[config.mk]
export PLATFORM = sky130hd
export DESIGN_NAME = clk_div_gen
export DESIGN_NICKNAME = d
export VERILOG_FILES = /design/src/rtl/clk_div_pkg.sv /design/src/rtl/clk_div_chan.sv /design/src/rtl/clk_div_gen.sv
export SDC_FILE = /design/constraint.sdc
export NUM_CORES = 1
export LEC_CHECK = 0
export BUFFER_PORTS_ARGS = -buffer_cell sky130_fd_sc_hd__buf_4
export CORE_ASPECT_RATIO = 0.5
export CORE_MARGIN = 4
export CORE_UTILIZATION = 35
export CTS_CLUSTER_DIAMETER = 50
export DETAILED_ROUTE_END_ITERATION = 8
export GPL_TIMING_DRIVEN = 0
export PLACE_DENSITY = 0.5
export SLEW_MARGIN = 20
export SYNTH_ARGS = -nofsm -noshare
export SYNTH_HDL_FRONTEND = slang
export SYNTH_SLANG_ARGS = --single-unit
[constraint.sdc]
create_clock -name clk_50m -period 5.2 [get_ports clk_50m]
set_input_delay 0.78 -clock clk_50m [delete_from_list [all_inputs] [get_ports clk_50m]]
set_output_delay 0.78 -clock clk_50m [all_outputs]
set_load 0.05 [all_outputs]
[src/rtl/clk_div_pkg.sv]
// Shared constants for the programmable clock divider: board clock, standard
// divisor pairs, reset defaults and config field widths.
package clk_div_pkg;

  localparam int unsigned CLK_HZ       = 50_000_000;

  localparam int unsigned UART_DIV     = 326;
  localparam int unsigned UART_HIGH    = 163;
  localparam int unsigned I2C_DIV      = 500;
  localparam int unsigned I2C_HIGH     = 250;

  localparam int unsigned RST_DIV_DEF  = UART_DIV;
  localparam int unsigned RST_HIGH_DEF = UART_HIGH;

  localparam int unsigned DIV_W_DEF    = 16;
  localparam int unsigned CFG_CH_W     = 3;
  localparam int unsigned MAX_CH       = 8;

  // A divisor pair is usable only if the waveform has both a high and a low phase.
  function automatic logic cfg_bad(input int unsigned div, input int unsigned high);
    return (div < 2) || (high == 0) || (high >= div);
  endfunction

endpackage

[src/rtl/clk_div_chan.sv]
// One divider channel: period counter, active/shadow divisor registers and
// registered clock-level / period-end tick outputs.
module clk_div_chan
  import clk_div_pkg::*;
#(
  parameter int unsigned DIV_W    = DIV_W_DEF,
  parameter int unsigned RST_DIV  = RST_DIV_DEF,
  parameter int unsigned RST_HIGH = RST_HIGH_DEF
) (
  input  logic             clk_50m,
  input  logic             rst_n,
  input  logic             en_i,
  input  logic             restart_i,
  input  logic             load_i,
  input  logic [DIV_W-1:0] load_div_i,
  input  logic [DIV_W-1:0] load_high_i,
  output logic             pend_o,
  output logic             clk_out_o,
  output logic             tick_o
);

  logic [DIV_W-1:0] cnt_q, cnt_d;
  logic [DIV_W-1:0] act_div_q, act_div_d;
  logic [DIV_W-1:0] act_high_q, act_high_d;
  logic [DIV_W-1:0] pend_div_q, pend_div_d;
  logic [DIV_W-1:0] pend_high_q, pend_high_d;
  logic             pend_q, pend_d;
  logic             clk_q, clk_d;
  logic             tick_q, tick_d;
  logic             wrap;
  logic             boundary;

  assign wrap     = (cnt_q == act_div_q - 1'b1);
  assign boundary = !en_i || restart_i || wrap;

  always_comb begin
    cnt_d       = cnt_q;
    act_div_d   = act_div_q;
    act_high_d  = act_high_q;
    pend_div_d  = pend_div_q;
    pend_high_d = pend_high_q;
    pend_d      = pend_q;
    clk_d       = clk_q;
    tick_d      = tick_q;

    if (!en_i || restart_i) begin
      cnt_d  = '0;
      clk_d  = 1'b0;
      tick_d = 1'b0;
    end else begin
      clk_d  = (cnt_q < act_high_q);
      tick_d = wrap;
      cnt_d  = wrap ? '0 : cnt_q + 1'b1;
    end

    if (boundary && pend_q) begin
      act_div_d  = pend_div_q;
      act_high_d = pend_high_q;
      pend_d     = 1'b0;
    end

    // A load can only arrive while nothing is pending, so it never collides
    // with the apply above and always waits for the following boundary.
    if (load_i) begin
      pend_d      = 1'b1;
      pend_div_d  = load_div_i;
      pend_high_d = load_high_i;
    end
  end

  always_ff @(posedge clk_50m or negedge rst_n) begin
    if (!rst_n) begin
      cnt_q       <= '0;
      act_div_q   <= DIV_W'(RST_DIV);
      act_high_q  <= DIV_W'(RST_HIGH);
      pend_div_q  <= '0;
      pend_high_q <= '0;
      pend_q      <= 1'b0;
      clk_q       <= 1'b0;
      tick_q      <= 1'b0;
    end else begin
      cnt_q       <= cnt_d;
      act_div_q   <= act_div_d;
      act_high_q  <= act_high_d;
      pend_div_q  <= pend_div_d;
      pend_high_q <= pend_high_d;
      pend_q      <= pend_d;
      clk_q       <= clk_d;
      tick_q      <= tick_d;
    end
  end

  assign pend_o    = pend_q;
  assign clk_out_o = clk_q;
  assign tick_o    = tick_q;

endmodule

[src/rtl/clk_div_gen.sv]
// Multi-channel programmable clock divider: config handshake and validation,
// restart fan-out, one clk_div_chan per channel.
module clk_div_gen
  import clk_div_pkg::*;
#(
  parameter int unsigned NUM_CH   = 2,
  parameter int unsigned DIV_W    = DIV_W_DEF,
  parameter int unsigned RST_DIV  = RST_DIV_DEF,
  parameter int unsigned RST_HIGH = RST_HIGH_DEF
) (
  input  logic                clk_50m,
  input  logic                rst_n,
  input  logic [NUM_CH-1:0]   ch_en,
  input  logic                sync_restart,
  input  logic                cfg_valid,
  output logic                cfg_ready,
  input  logic [CFG_CH_W-1:0] cfg_ch,
  input  logic [DIV_W-1:0]    cfg_div,
  input  logic [DIV_W-1:0]    cfg_high,
  output logic                cfg_err,
  output logic [NUM_CH-1:0]   clk_out,
  output logic [NUM_CH-1:0]   tick
);

  logic [NUM_CH-1:0] pend;
  logic [MAX_CH-1:0] pend_ext;
  logic              ch_ok;
  logic              bad;
  logic              accept;
  logic              cfg_err_q, cfg_err_d;

  always_comb begin
    pend_ext             = '0;
    pend_ext[NUM_CH-1:0] = pend;
  end

  assign ch_ok     = (32'(cfg_ch) < NUM_CH);
  assign cfg_ready = ch_ok && !pend_ext[cfg_ch];
  assign bad       = cfg_bad(32'(cfg_div), 32'(cfg_high));
  assign accept    = cfg_valid && cfg_ready && !bad;
  assign cfg_err_d = cfg_valid && (!ch_ok || (cfg_ready && bad));

  always_ff @(posedge clk_50m or negedge rst_n) begin
    if (!rst_n) cfg_err_q <= 1'b0;
    else        cfg_err_q <= cfg_err_d;
  end

  assign cfg_err = cfg_err_q;

  for (genvar g = 0; g < NUM_CH; g++) begin : g_ch
    clk_div_chan #(
      .DIV_W   (DIV_W),
      .RST_DIV (RST_DIV),
      .RST_HIGH(RST_HIGH)
    ) u_chan (
      .clk_50m    (clk_50m),
      .rst_n      (rst_n),
      .en_i       (ch_en[g]),
      .restart_i  (sync_restart),
      .load_i     (accept && (cfg_ch == CFG_CH_W'(g))),
      .load_div_i (cfg_div),
      .load_high_i(cfg_high),
      .pend_o     (pend[g]),
      .clk_out_o  (clk_out[g]),
      .tick_o     (tick[g])
    );
  end

endmodule

==> flow_summary.html, run 1 <==
<table>
<tr><th>Metric</th><th>Value</th></tr>
<tr><th colspan="2">Setup path</th></tr>
<tr><td>Worst r2r path cells</td><td>12</td></tr>
<tr><td>CP startpoint</td><td>cfg_high[0]</td></tr>
<tr><td>Startpoint types</td><td>input pin</td></tr>
<tr><td>CP endpoint</td><td>g_ch[0].u_chan.pend_high_q[3]</td></tr>
<tr><td>Startpoint of the worst register-to-register path</td><td>g_ch[1].u_chan.act_div_q[0]</td></tr>
<tr><td>Largest driver fanout on the critical path</td><td>10</td></tr>
<tr><td>Capturing point of the worst reg2reg path</td><td>g_ch[1].u_chan.act_high_q[14]</td></tr>
<tr><td>Required time reported for the critical path endpoint</td><td>5.53 ns</td></tr>
<tr><td>Worst Setup Path Type</td><td>in -&gt; reg</td></tr>
<tr><td>Kind of end point of the critical path</td><td>register</td></tr>
<tr><td>Data arrival at the endpoint of the critical path</td><td>3.68 ns</td></tr>
<tr><td>Reg-to-reg setup timing slack</td><td>1.87 ns</td></tr>
<tr><th colspan="2">Floorplan</th></tr>
<tr><td>Top Ports</td><td>47</td></tr>
<tr><td>Vertical extent of the die</td><td>130 microns</td></tr>
<tr><td>Site Rows</td><td>44</td></tr>
<tr><td>Effective utilization at floorplan</td><td>0.358</td></tr>
<tr><td>Horizontal die dimension</td><td>253 microns</td></tr>
<tr><td>Total Die Area</td><td>0.0329 sq mm</td></tr>
<tr><td>Core footprint</td><td>0.0292 sq mm</td></tr>
<tr><th colspan="2">Flow run</th></tr>
<tr><td>Maximum capacitance violations</td><td>0</td></tr>
<tr><th colspan="2">GRT</th></tr>
<tr><td>Largest net degree at the start of global routing</td><td>87</td></tr>
<tr><td>Antenna violations before repair</td><td>0</td></tr>
<tr><td>Vias in the first global route</td><td>8,374</td></tr>
<tr><td>First-pass GRT wire length</td><td>47.6 mm</td></tr>
<tr><td>Overall global routing resource usage</td><td>0.183</td></tr>
<tr><td>Global route total overflow</td><td>0</td></tr>
<tr><th colspan="2">Synthesis</th></tr>
<tr><td>Number of warnings reported in the yosys synthesis log</td><td>0</td></tr>
<tr><td>Async SR Flop Fraction</td><td>1.00</td></tr>
<tr><td>Total of flip-flops plus latches after synthesis</td><td>167</td></tr>
<tr><td>Post-synth top flop</td><td>sky130_fd_sc_hd__dfrtp_1</td></tr>
<tr><td>Complex-gate fraction of the synthesized area</td><td>0.187</td></tr>
<tr><td>Mean instance size in the synthesized netlist</td><td>9.65 sq um</td></tr>
<tr><td>Netlist cell types</td><td>69</td></tr>
<tr><td>Synth Area in Simple Gates</td><td>0.157</td></tr>
<tr><td>Synthesized-area fraction occupied by xor and xnor cells</td><td>0.0569</td></tr>
<tr><td>Post-synthesis sequential area ratio</td><td>0.401</td></tr>
<tr><td>Number of nets produced by synthesis</td><td>1,176</td></tr>
<tr><td>Area of the mapped netlist</td><td>0.0105 sq mm</td></tr>
<tr><td>Portion of netlist area occupied by mux cells</td><td>0.0698</td></tr>
<tr><td>Largest family of logic cells by synthesized area</td><td>compound AO/OA/AOI/OAI gates</td></tr>
<tr><td>Cells after synthesis</td><td>1,085</td></tr>
<tr><td>Fraction of the mapped netlist area in adder cells</td><td>0.0598</td></tr>
<tr><td>Number of synthesized flops with an enable pin</td><td>0</td></tr>
<tr><th colspan="2">Detailed routing</th></tr>
<tr><td>Number of iterations in the first detailed-routing pass</td><td>5</td></tr>
<tr><td>Total via count in the routed design</td><td>8,499</td></tr>
<tr><td>Average wire per standard cell</td><td>18.9 microns</td></tr>
<tr><td>DRC violation count after routing</td><td>0</td></tr>
<tr><td>Vias per cell</td><td>5.47</td></tr>
<tr><td>Post-route ant nets</td><td>0</td></tr>
<tr><td>Total detailed-routing wirelength</td><td>29.4 mm</td></tr>
<tr><td>Number of violations reported at the end of detailed-routing iteration 0</td><td>446</td></tr>
<tr><th colspan="2">Cells and area</th></tr>
<tr><td>Final Cell Area</td><td>0.0120 sq mm</td></tr>
<tr><td>Layout cell share with drive strength beyond 1</td><td>0.209</td></tr>
<tr><td>Antenna diodes</td><td>0</td></tr>
<tr><td>Share of the core filled with cells</td><td>0.409</td></tr>
<tr><td>Synth-to-layout area growth</td><td>14.2%</td></tr>
<tr><td>Net total in the final layout</td><td>1,242</td></tr>
<tr><th colspan="2">Timing</th></tr>
<tr><td>Unrepaired setup endpoints after global routing</td><td>no</td></tr>
<tr><td>Number of setup violations in the final report</td><td>0</td></tr>
<tr><td>Worst slew margin relative to its limit</td><td>0.440</td></tr>
<tr><td>TNS Setup</td><td>0 ns</td></tr>
<tr><td>Worst-case hold slack</td><td>0.314 ns</td></tr>
<tr><td>Transition at the pin with the smallest max-transition slack</td><td>0.833 ns</td></tr>
<tr><td>Count of final hold-check violations</td><td>0</td></tr>
<tr><td>Clock period minus worst slack</td><td>3.35 ns</td></tr>
<tr><td>Fmax</td><td>298 MHz</td></tr>
<tr><td>Period utilization</td><td>0.645</td></tr>
<tr><td>Final count of pins violating max slew</td><td>0</td></tr>
<tr><td>Final clock skew</td><td>0.0122 ns</td></tr>
<tr><th colspan="2">Clocking</th></tr>
<tr><td>Clk_lat worst skew</td><td>0.45 ns</td></tr>
<tr><td>Maximum level of the CTS H-tree</td><td>4</td></tr>
<tr><td>Cell at the root of the clock tree</td><td>sky130_fd_sc_hd__clkbuf_16</td></tr>
<tr><td>TritonCTS clock tree</td><td>done</td></tr>
<tr><td>Number of gates given a new drive strength after cts</td><td>0</td></tr>
<tr><td>Number of setup buffers added after CTS</td><td>0</td></tr>
<tr><td>Maximum clock insertion buffer count</td><td>2</td></tr>
<tr><td>Number of buffers inserted by hold repair at cts</td><td>0</td></tr>
<tr><td>Clock-pin slew on the worst setup and hold paths</td><td>0.07 ns</td></tr>
<tr><td>Count of clock tree sinks</td><td>167</td></tr>
<tr><td>Number of buffers created by CTS</td><td>17</td></tr>
<tr><th colspan="2">Worst hold path</th></tr>
<tr><td>Worst hold-check path type</td><td>in -&gt; async</td></tr>
<tr><th colspan="2">Placement</th></tr>
<tr><td>Estimated wirelength of the detail-placed design</td><td>21.5 mm</td></tr>
<tr><td>Final RePlAce weighted congestion</td><td>0.835</td></tr>
<tr><td>Count of input and output buffers</td><td>46</td></tr>
<tr><td>Post-detailed-placement cell area</td><td>0.0113 sq mm</td></tr>
<tr><th colspan="2">Outcome</th></tr>
<tr><td>Run status</td><td>finished clean</td></tr>
<tr><th colspan="2">Pwr</th></tr>
<tr><td>Overall power of the completed layout</td><td>3.59 mW</td></tr>
<tr><td>VDD IR max</td><td>0.000244 V</td></tr>
<tr><td>Power per unit of standard cell area</td><td>300 mW/mm^2</td></tr>
<tr><td>Cell leakage power</td><td>5.10 nW</td></tr>
</table>
## worst max-delay path, stage by stage
cell and delay [ns]:
sky130_fd_sc_hd__buf_4 0.13, sky130_fd_sc_hd__inv_1 0.05, sky130_fd_sc_hd__ha_1 0.25, sky130_fd_sc_hd__nand2b_1 0.15, sky130_fd_sc_hd__a211oi_1 0.26, sky130_fd_sc_hd__o21ai_1 0.11
sky130_fd_sc_hd__a41oi_1 0.22, sky130_fd_sc_hd__a211oi_1 0.16, sky130_fd_sc_hd__nor4_2 0.67, sky130_fd_sc_hd__clkbuf_1 0.49, sky130_fd_sc_hd__mux2_2 0.40
## per-stage QoR
| stage | setup WS (ns) | cells |
|---|---|---|
| floorplan | 1.98 | 1085 |
| global placement | 1.36 | 1522 |
| detailed placement | 1.33 | 1523 |
| CTS | 1.79 | 1555 |
| global route | 1.56 | 1555 |
| finish | 1.85 | 1555 |
## layout make-up
type	instances	area (sq um)
fill	2878	17300
tap	391	489
buffer	90	439
multi-input combinational	754	5550
clock buffer	17	425
clock inverter	15	191
sequential	167	4200
inverter	74	278
timing repair buffer	47	380
## cell families after synthesis
logic type                 count (synthesis)
buffers and inverters                    164
DFF                                      167
adders and majority gates                 50
xor gates and xnor gates                  68
and+or+nand+nor                          325
AOI/OAI and AO/OA                        246
muxes                                     65
## how the worst min path moves through the flow
stage                                        start                              to
global placement     g_ch[0].u_chan.pend_high_q[6]   g_ch[0].u_chan.pend_high_q[6]
detailed placement  g_ch[0].u_chan.pend_high_q[12]  g_ch[0].u_chan.pend_high_q[12]
global route                                 rst_n    g_ch[0].u_chan.act_high_q[6]
floorplan                                    rst_n                         cfg_err
CTS                                          rst_n         g_ch[0].u_chan.cnt_q[3]
finish                                       rst_n    g_ch[0].u_chan.act_high_q[6]
## synthesized netlist by cell type, drive strengths merged (6+ instances only)
cell type / instances / area share
nand2b: 8 / 0.0048
o21ai: 18 / 0.0090
a211oi: 6 / 0.0053
and3: 8 / 0.0048
dfrtp: 151 / 0.36
o211ai: 68 / 0.063
nand4: 13 / 0.0078
ha: 50 / 0.060
nor2b: 11 / 0.0066
clkbuf: 57 / 0.020
mux2: 64 / 0.069
a31oi: 36 / 0.022
nor2: 39 / 0.015
nand2: 121 / 0.043
buf: 33 / 0.022
nor3: 33 / 0.017
a21oi: 18 / 0.0086
o311ai: 33 / 0.033
xnor2: 36 / 0.030
inv: 74 / 0.027
dfstp: 16 / 0.040
o22ai: 34 / 0.022
a21o: 13 / 0.0093
nand3: 49 / 0.023
nor4: 16 / 0.011
xor2: 32 / 0.027
## where the power goes
part | switching, mW | internal [mW]
registers | 0.145 | 1.51
clock network | 0.585 | 0.767
logic | 0.300 | 0.280
total | 1.03 | 2.56
## sequential cells by signal (all words and copies together), names as in the netlist
name / cells
cfg_err: 1
g_ch.u_chan.act_div_q: 32
g_ch.u_chan.act_high_q: 32
g_ch.u_chan.clk_out_o: 2
g_ch.u_chan.cnt_q: 32
g_ch.u_chan.pend_div_q: 32
g_ch.u_chan.pend_high_q: 32
g_ch.u_chan.pend_o: 2
g_ch.u_chan.tick_o: 2
## layout by cell type (no fill, tap or decap), drive strengths merged, types with 11 or more instances in the layout
cell    instances
nand4          13
a21oi          18
a21o           13
nand3          49
o311ai         33
dfstp          16
xnor2          36
mux2           64
o21ai          18
o22ai          34
o211ai         68
inv            79
xor2           32
clkbuf         74
dfrtp         151
nor2b          11
nor3           33
nor4           16
a31oi          36
buf            80
nand2         121
ha             50
nor2           39
## per-layer routing
layer	GRT usage	share of wire	vias up
li1	-	-	4081
met1	0.253	0.48	4231
met2	0.303	0.47	149
met3	0.0261	0.029	38
met4	0.0567	0.019	0
met5	0	0	-
Note: power is estimated with default switching activity, not from simulation.
==> run 2: changes to the inputs <==
--- a/config.mk
+++ b/config.mk
@@ -12,7 +12,7 @@
 export CTS_CLUSTER_DIAMETER = 50
 export DETAILED_ROUTE_END_ITERATION = 8
 export GPL_TIMING_DRIVEN = 0
-export PLACE_DENSITY = 0.5
+export PLACE_DENSITY = 0.52
 export SLEW_MARGIN = 20
 export SYNTH_ARGS = -nofsm -noshare
 export SYNTH_HDL_FRONTEND = slang
==> constraint.sdc (replaced) <==
create_clock -name clk_50m -period 3.01 [get_ports clk_50m]
set_input_delay 0.4515 -clock clk_50m [delete_from_list [all_inputs] [get_ports clk_50m]]
set_output_delay 0.4515 -clock clk_50m [all_outputs]
set_load 0.05 [all_outputs]
==> run 2 against run 1 <==
The flow now finishes with violations (hold timing). Clock power increased by 61%. Largest cell class unchanged. Via count shrank 0.60%. Highest routed layer unchanged. Wire length decreased by 0.56%. Largest power group unchanged. Power up 69%. Cell count increased by 0.19%.
==> flow_summary.html, run 2 (synthesis results as in run 1) <==
<table>
<tr><th>Metric</th><th>Value</th></tr>
<tr><th colspan="2">Outcome</th></tr>
<tr><td>Run status</td><td>complete, but fails checks (was finished clean)</td></tr>
<tr><td>Violated checks</td><td>hold timing</td></tr>
<tr><th colspan="2">Setup path</th></tr>
<tr><td>Worst Setup Path Type</td><td>reg -&gt; reg (was in -&gt; reg)</td></tr>
<tr><td>CP startpoint</td><td>g_ch[1].u_chan.act_div_q[3] (was cfg_high[0])</td></tr>
<tr><td>Data arrival at the endpoint of the critical path</td><td>3.22 ns (was 3.68 ns)</td></tr>
<tr><td>Startpoint types</td><td>register (was input pin)</td></tr>
<tr><td>Largest driver fanout on the critical path</td><td>10 (unchanged)</td></tr>
<tr><td>Kind of end point of the critical path</td><td>register (unchanged)</td></tr>
<tr><td>Startpoint of the worst register-to-register path</td><td>g_ch[1].u_chan.act_div_q[3] (was g_ch[1].u_chan.act_div_q[0])</td></tr>
<tr><td>Required time reported for the critical path endpoint</td><td>3.32 ns (was 5.53 ns)</td></tr>
<tr><th colspan="2">Placement</th></tr>
<tr><td>Estimated wirelength of the detail-placed design</td><td>21.4 mm (was 21.5 mm)</td></tr>
<tr><td>Count of input and output buffers</td><td>46 (unchanged)</td></tr>
<tr><td>Final RePlAce weighted congestion</td><td>0.841 (was 0.835)</td></tr>
<tr><td>Post-detailed-placement cell area</td><td>0.0113 sq mm (unchanged)</td></tr>
<tr><td>Placement-stage worst setup slack</td><td>-0.583 ns (was 1.33 ns)</td></tr>
<tr><th colspan="2">Timing</th></tr>
<tr><td>Final count of pins violating max slew</td><td>0 (unchanged)</td></tr>
<tr><td>Clock period minus worst slack</td><td>2.91 ns</td></tr>
<tr><td>Fmax</td><td>344 MHz</td></tr>
<tr><td>Final clock skew</td><td>0.0112 ns (was 0.0122 ns)</td></tr>
<tr><td>Setup WS post-layout</td><td>0.0998 ns (was 1.85 ns)</td></tr>
<tr><td>Count of final hold-check violations</td><td>12 (was 0)</td></tr>
<tr><td>Worst slew margin relative to its limit</td><td>0.458 (was 0.440)</td></tr>
<tr><td>Transition at the pin with the smallest max-transition slack</td><td>0.808 ns (was 0.833 ns)</td></tr>
<tr><td>Number of setup violations in the final report</td><td>0 (unchanged)</td></tr>
<tr><td>Period utilization</td><td>0.967</td></tr>
<tr><td>Worst-case hold slack</td><td>-0.0433 ns (was 0.314 ns)</td></tr>
<tr><th colspan="2">Clocking</th></tr>
<tr><td>Number of buffers created by CTS</td><td>17 (unchanged)</td></tr>
<tr><td>Count of clock tree sinks</td><td>167 (unchanged)</td></tr>
<tr><td>Maximum level of the CTS H-tree</td><td>4 (unchanged)</td></tr>
<tr><td>Maximum clock insertion buffer count</td><td>2 (unchanged)</td></tr>
<tr><td>Clock-pin slew on the worst setup and hold paths</td><td>0.07 ns (about the same)</td></tr>
<tr><td>Cell at the root of the clock tree</td><td>sky130_fd_sc_hd__clkbuf_16 (unchanged)</td></tr>
<tr><td>TritonCTS clock tree</td><td>done (unchanged)</td></tr>
<tr><td>Number of buffers inserted by hold repair at cts</td><td>0 (unchanged)</td></tr>
<tr><td>Clk_lat worst skew</td><td>0.45 ns (about the same)</td></tr>
<tr><th colspan="2">Cells and area</th></tr>
<tr><td>Synth-to-layout area growth</td><td>15.1% (was 14.2%)</td></tr>
<tr><td>Layout cell share with drive strength beyond 1</td><td>0.230 (was 0.209)</td></tr>
<tr><td>Leading cell types in the layout, fill and taps excluded</td><td>sky130_fd_sc_hd__dfrtp_1 (151), sky130_fd_sc_hd__nand2_1 (121), sky130_fd_sc_hd__inv_1 (74) (unchanged)</td></tr>
<tr><td>Final Cell Area</td><td>0.0121 sq mm (was 0.0120 sq mm)</td></tr>
<tr><td>Net total in the final layout</td><td>1,245 (was 1,242)</td></tr>
<tr><td>Leading cell type in the layout, fill and taps excluded</td><td>sky130_fd_sc_hd__dfrtp_1 (unchanged)</td></tr>
<tr><td>Antenna diodes</td><td>0 (unchanged)</td></tr>
<tr><td>Share of the core filled with cells</td><td>0.412 (was 0.409)</td></tr>
<tr><th colspan="2">Pwr</th></tr>
<tr><td>VDD IR max</td><td>0.000437 V (was 0.000244 V)</td></tr>
<tr><td>Power per unit of standard cell area</td><td>501 mW/mm^2 (was 300 mW/mm^2)</td></tr>
<tr><td>Cell leakage power</td><td>5.18 nW (was 5.10 nW)</td></tr>
<tr><th colspan="2">Floorplan</th></tr>
<tr><td>Site Rows</td><td>44 (unchanged)</td></tr>
<tr><td>Vertical extent of the die</td><td>130 microns (unchanged)</td></tr>
<tr><td>Total Die Area</td><td>0.0329 sq mm (unchanged)</td></tr>
<tr><td>Core footprint</td><td>0.0292 sq mm (unchanged)</td></tr>
<tr><td>Effective utilization at floorplan</td><td>0.358 (unchanged)</td></tr>
<tr><td>Horizontal die dimension</td><td>253 microns (unchanged)</td></tr>
<tr><td>Top Ports</td><td>47 (unchanged)</td></tr>
<tr><th colspan="2">Detailed routing</th></tr>
<tr><td>Vias per cell</td><td>5.42 (was 5.47)</td></tr>
<tr><td>Number of violations reported at the end of detailed-routing iteration 0</td><td>605 (was 446)</td></tr>
<tr><td>DRC violation count after routing</td><td>0 (unchanged)</td></tr>
<tr><td>Number of iterations in the first detailed-routing pass</td><td>5 (unchanged)</td></tr>
<tr><td>Total via count in the routed design</td><td>8,448 (was 8,499)</td></tr>
<tr><td>Post-route ant nets</td><td>0 (unchanged)</td></tr>
<tr><td>Average wire per standard cell</td><td>18.8 microns (was 18.9 microns)</td></tr>
<tr><td>Total detailed-routing wirelength</td><td>29.3 mm (was 29.4 mm)</td></tr>
<tr><th colspan="2">GRT</th></tr>
<tr><td>Overall global routing resource usage</td><td>0.183 (about the same)</td></tr>
<tr><td>Global route total overflow</td><td>0 (unchanged)</td></tr>
<tr><td>Vias in the first global route</td><td>8,518 (was 8,374)</td></tr>
<tr><td>Largest net degree at the start of global routing</td><td>87 (unchanged)</td></tr>
<tr><td>Antenna violations before repair</td><td>0 (unchanged)</td></tr>
<tr><td>First-pass GRT wire length</td><td>47.6 mm (about the same)</td></tr>
<tr><th colspan="2">Flow run</th></tr>
<tr><td>Maximum capacitance violations</td><td>0 (unchanged)</td></tr>
<tr><th colspan="2">Worst hold path</th></tr>
<tr><td>Worst hold-check path type</td><td>in -&gt; async (unchanged)</td></tr>
</table>
==> run 2: cell types whose count changed in the layout (fill, tap and decap cells not counted), sizes merged <==
cell	previous run	this run
buf	80	87
bufinv	3	1
clkbuf	74	70
clkinv	5	2
clkinvlp	2	4
inv	79	81
nor3b	2	3
==> run 2: layer usage <==
metal | share of wire | vias to the layer above | global-route usage | wire (microns)
li1 | - | 4089 | - | -
met1 | 0.48 | 4184 | 0.248 | 14000
met2 | 0.47 | 142 | 0.300 | 13700
met3 | 0.036 | 33 | 0.0345 | 1040
met4 | 0.019 | 0 | 0.0560 | 563
met5 | 0 | - | 0 | 0
==> run 2: layout make-up <==
class	instances	area, sq um
flip-flops and latches	167	4200
inverters	74	278
fillers	2851	17200
clock inverters	14	138
repair buffers	51	410
plain buffers	88	463
multi-input cells	755	5650
well taps	391	489
clock buffers	18	429
==> run 2: power by group <==
group          total [mW]  internal, mW  switching (mW)
sequential           2.86          2.61           0.256
combinational        1.00         0.487           0.515
clock                2.18          1.16            1.02
total                6.04          4.25            1.79
==> run 2: repair_timing <==
action                                  4_1_cts  5_1_grt
endpoints found under the setup margin      120      149
setup buffers                                 1        3
resized for setup                             7       40
pin swaps                                     1        3
gates cloned                                  0        1
==> run 2: path summary, 6_finish.rpt <==
kind                                            endpoint  slack (ns)  cells past startpoint
setup / recovery            g_ch[1].u_chan.act_high_q[9]         0.1                     11
hold / removal                   g_ch[0].u_chan.cnt_q[7]       -0.04                      1
setup reg to reg            g_ch[1].u_chan.act_high_q[9]         0.1                     11
hold reg to reg            g_ch[1].u_chan.pend_div_q[14]        0.51                      1
max in group asynchronous    g_ch[1].u_chan.act_div_q[1]        2.16                      2
min in group clk_50m                             cfg_err        0.27                      2
==> run 2: stage by stage <==
step           power (mW)  TNS [ns]  cells
2_1_floorplan        3.53         0   1085
3_5_place_dp         3.89    -34.25   1523
4_1_cts              6.10     -2.80   1556
6_report             6.04         0   1558
5_1_grt              6.37   -0.0265   1558
3_3_place_gp         3.84    -26.94   1522
==> run 2: critical path, cell delays in order, from the launching register on <==
cell and delay [ns]:
sky130_fd_sc_hd__dfrtp_1 0.37, sky130_fd_sc_hd__buf_2 0.19, sky130_fd_sc_hd__or4_1 0.47, sky130_fd_sc_hd__buf_2 0.19, sky130_fd_sc_hd__or3_1 0.32, sky130_fd_sc_hd__a21o_1 0.19
sky130_fd_sc_hd__a32oi_2 0.16, sky130_fd_sc_hd__nand4_1 0.22, sky130_fd_sc_hd__buf_6 0.22, sky130_fd_sc_hd__buf_2 0.20, sky130_fd_sc_hd__nand3_1 0.12, sky130_fd_sc_hd__o311ai_2 0.11
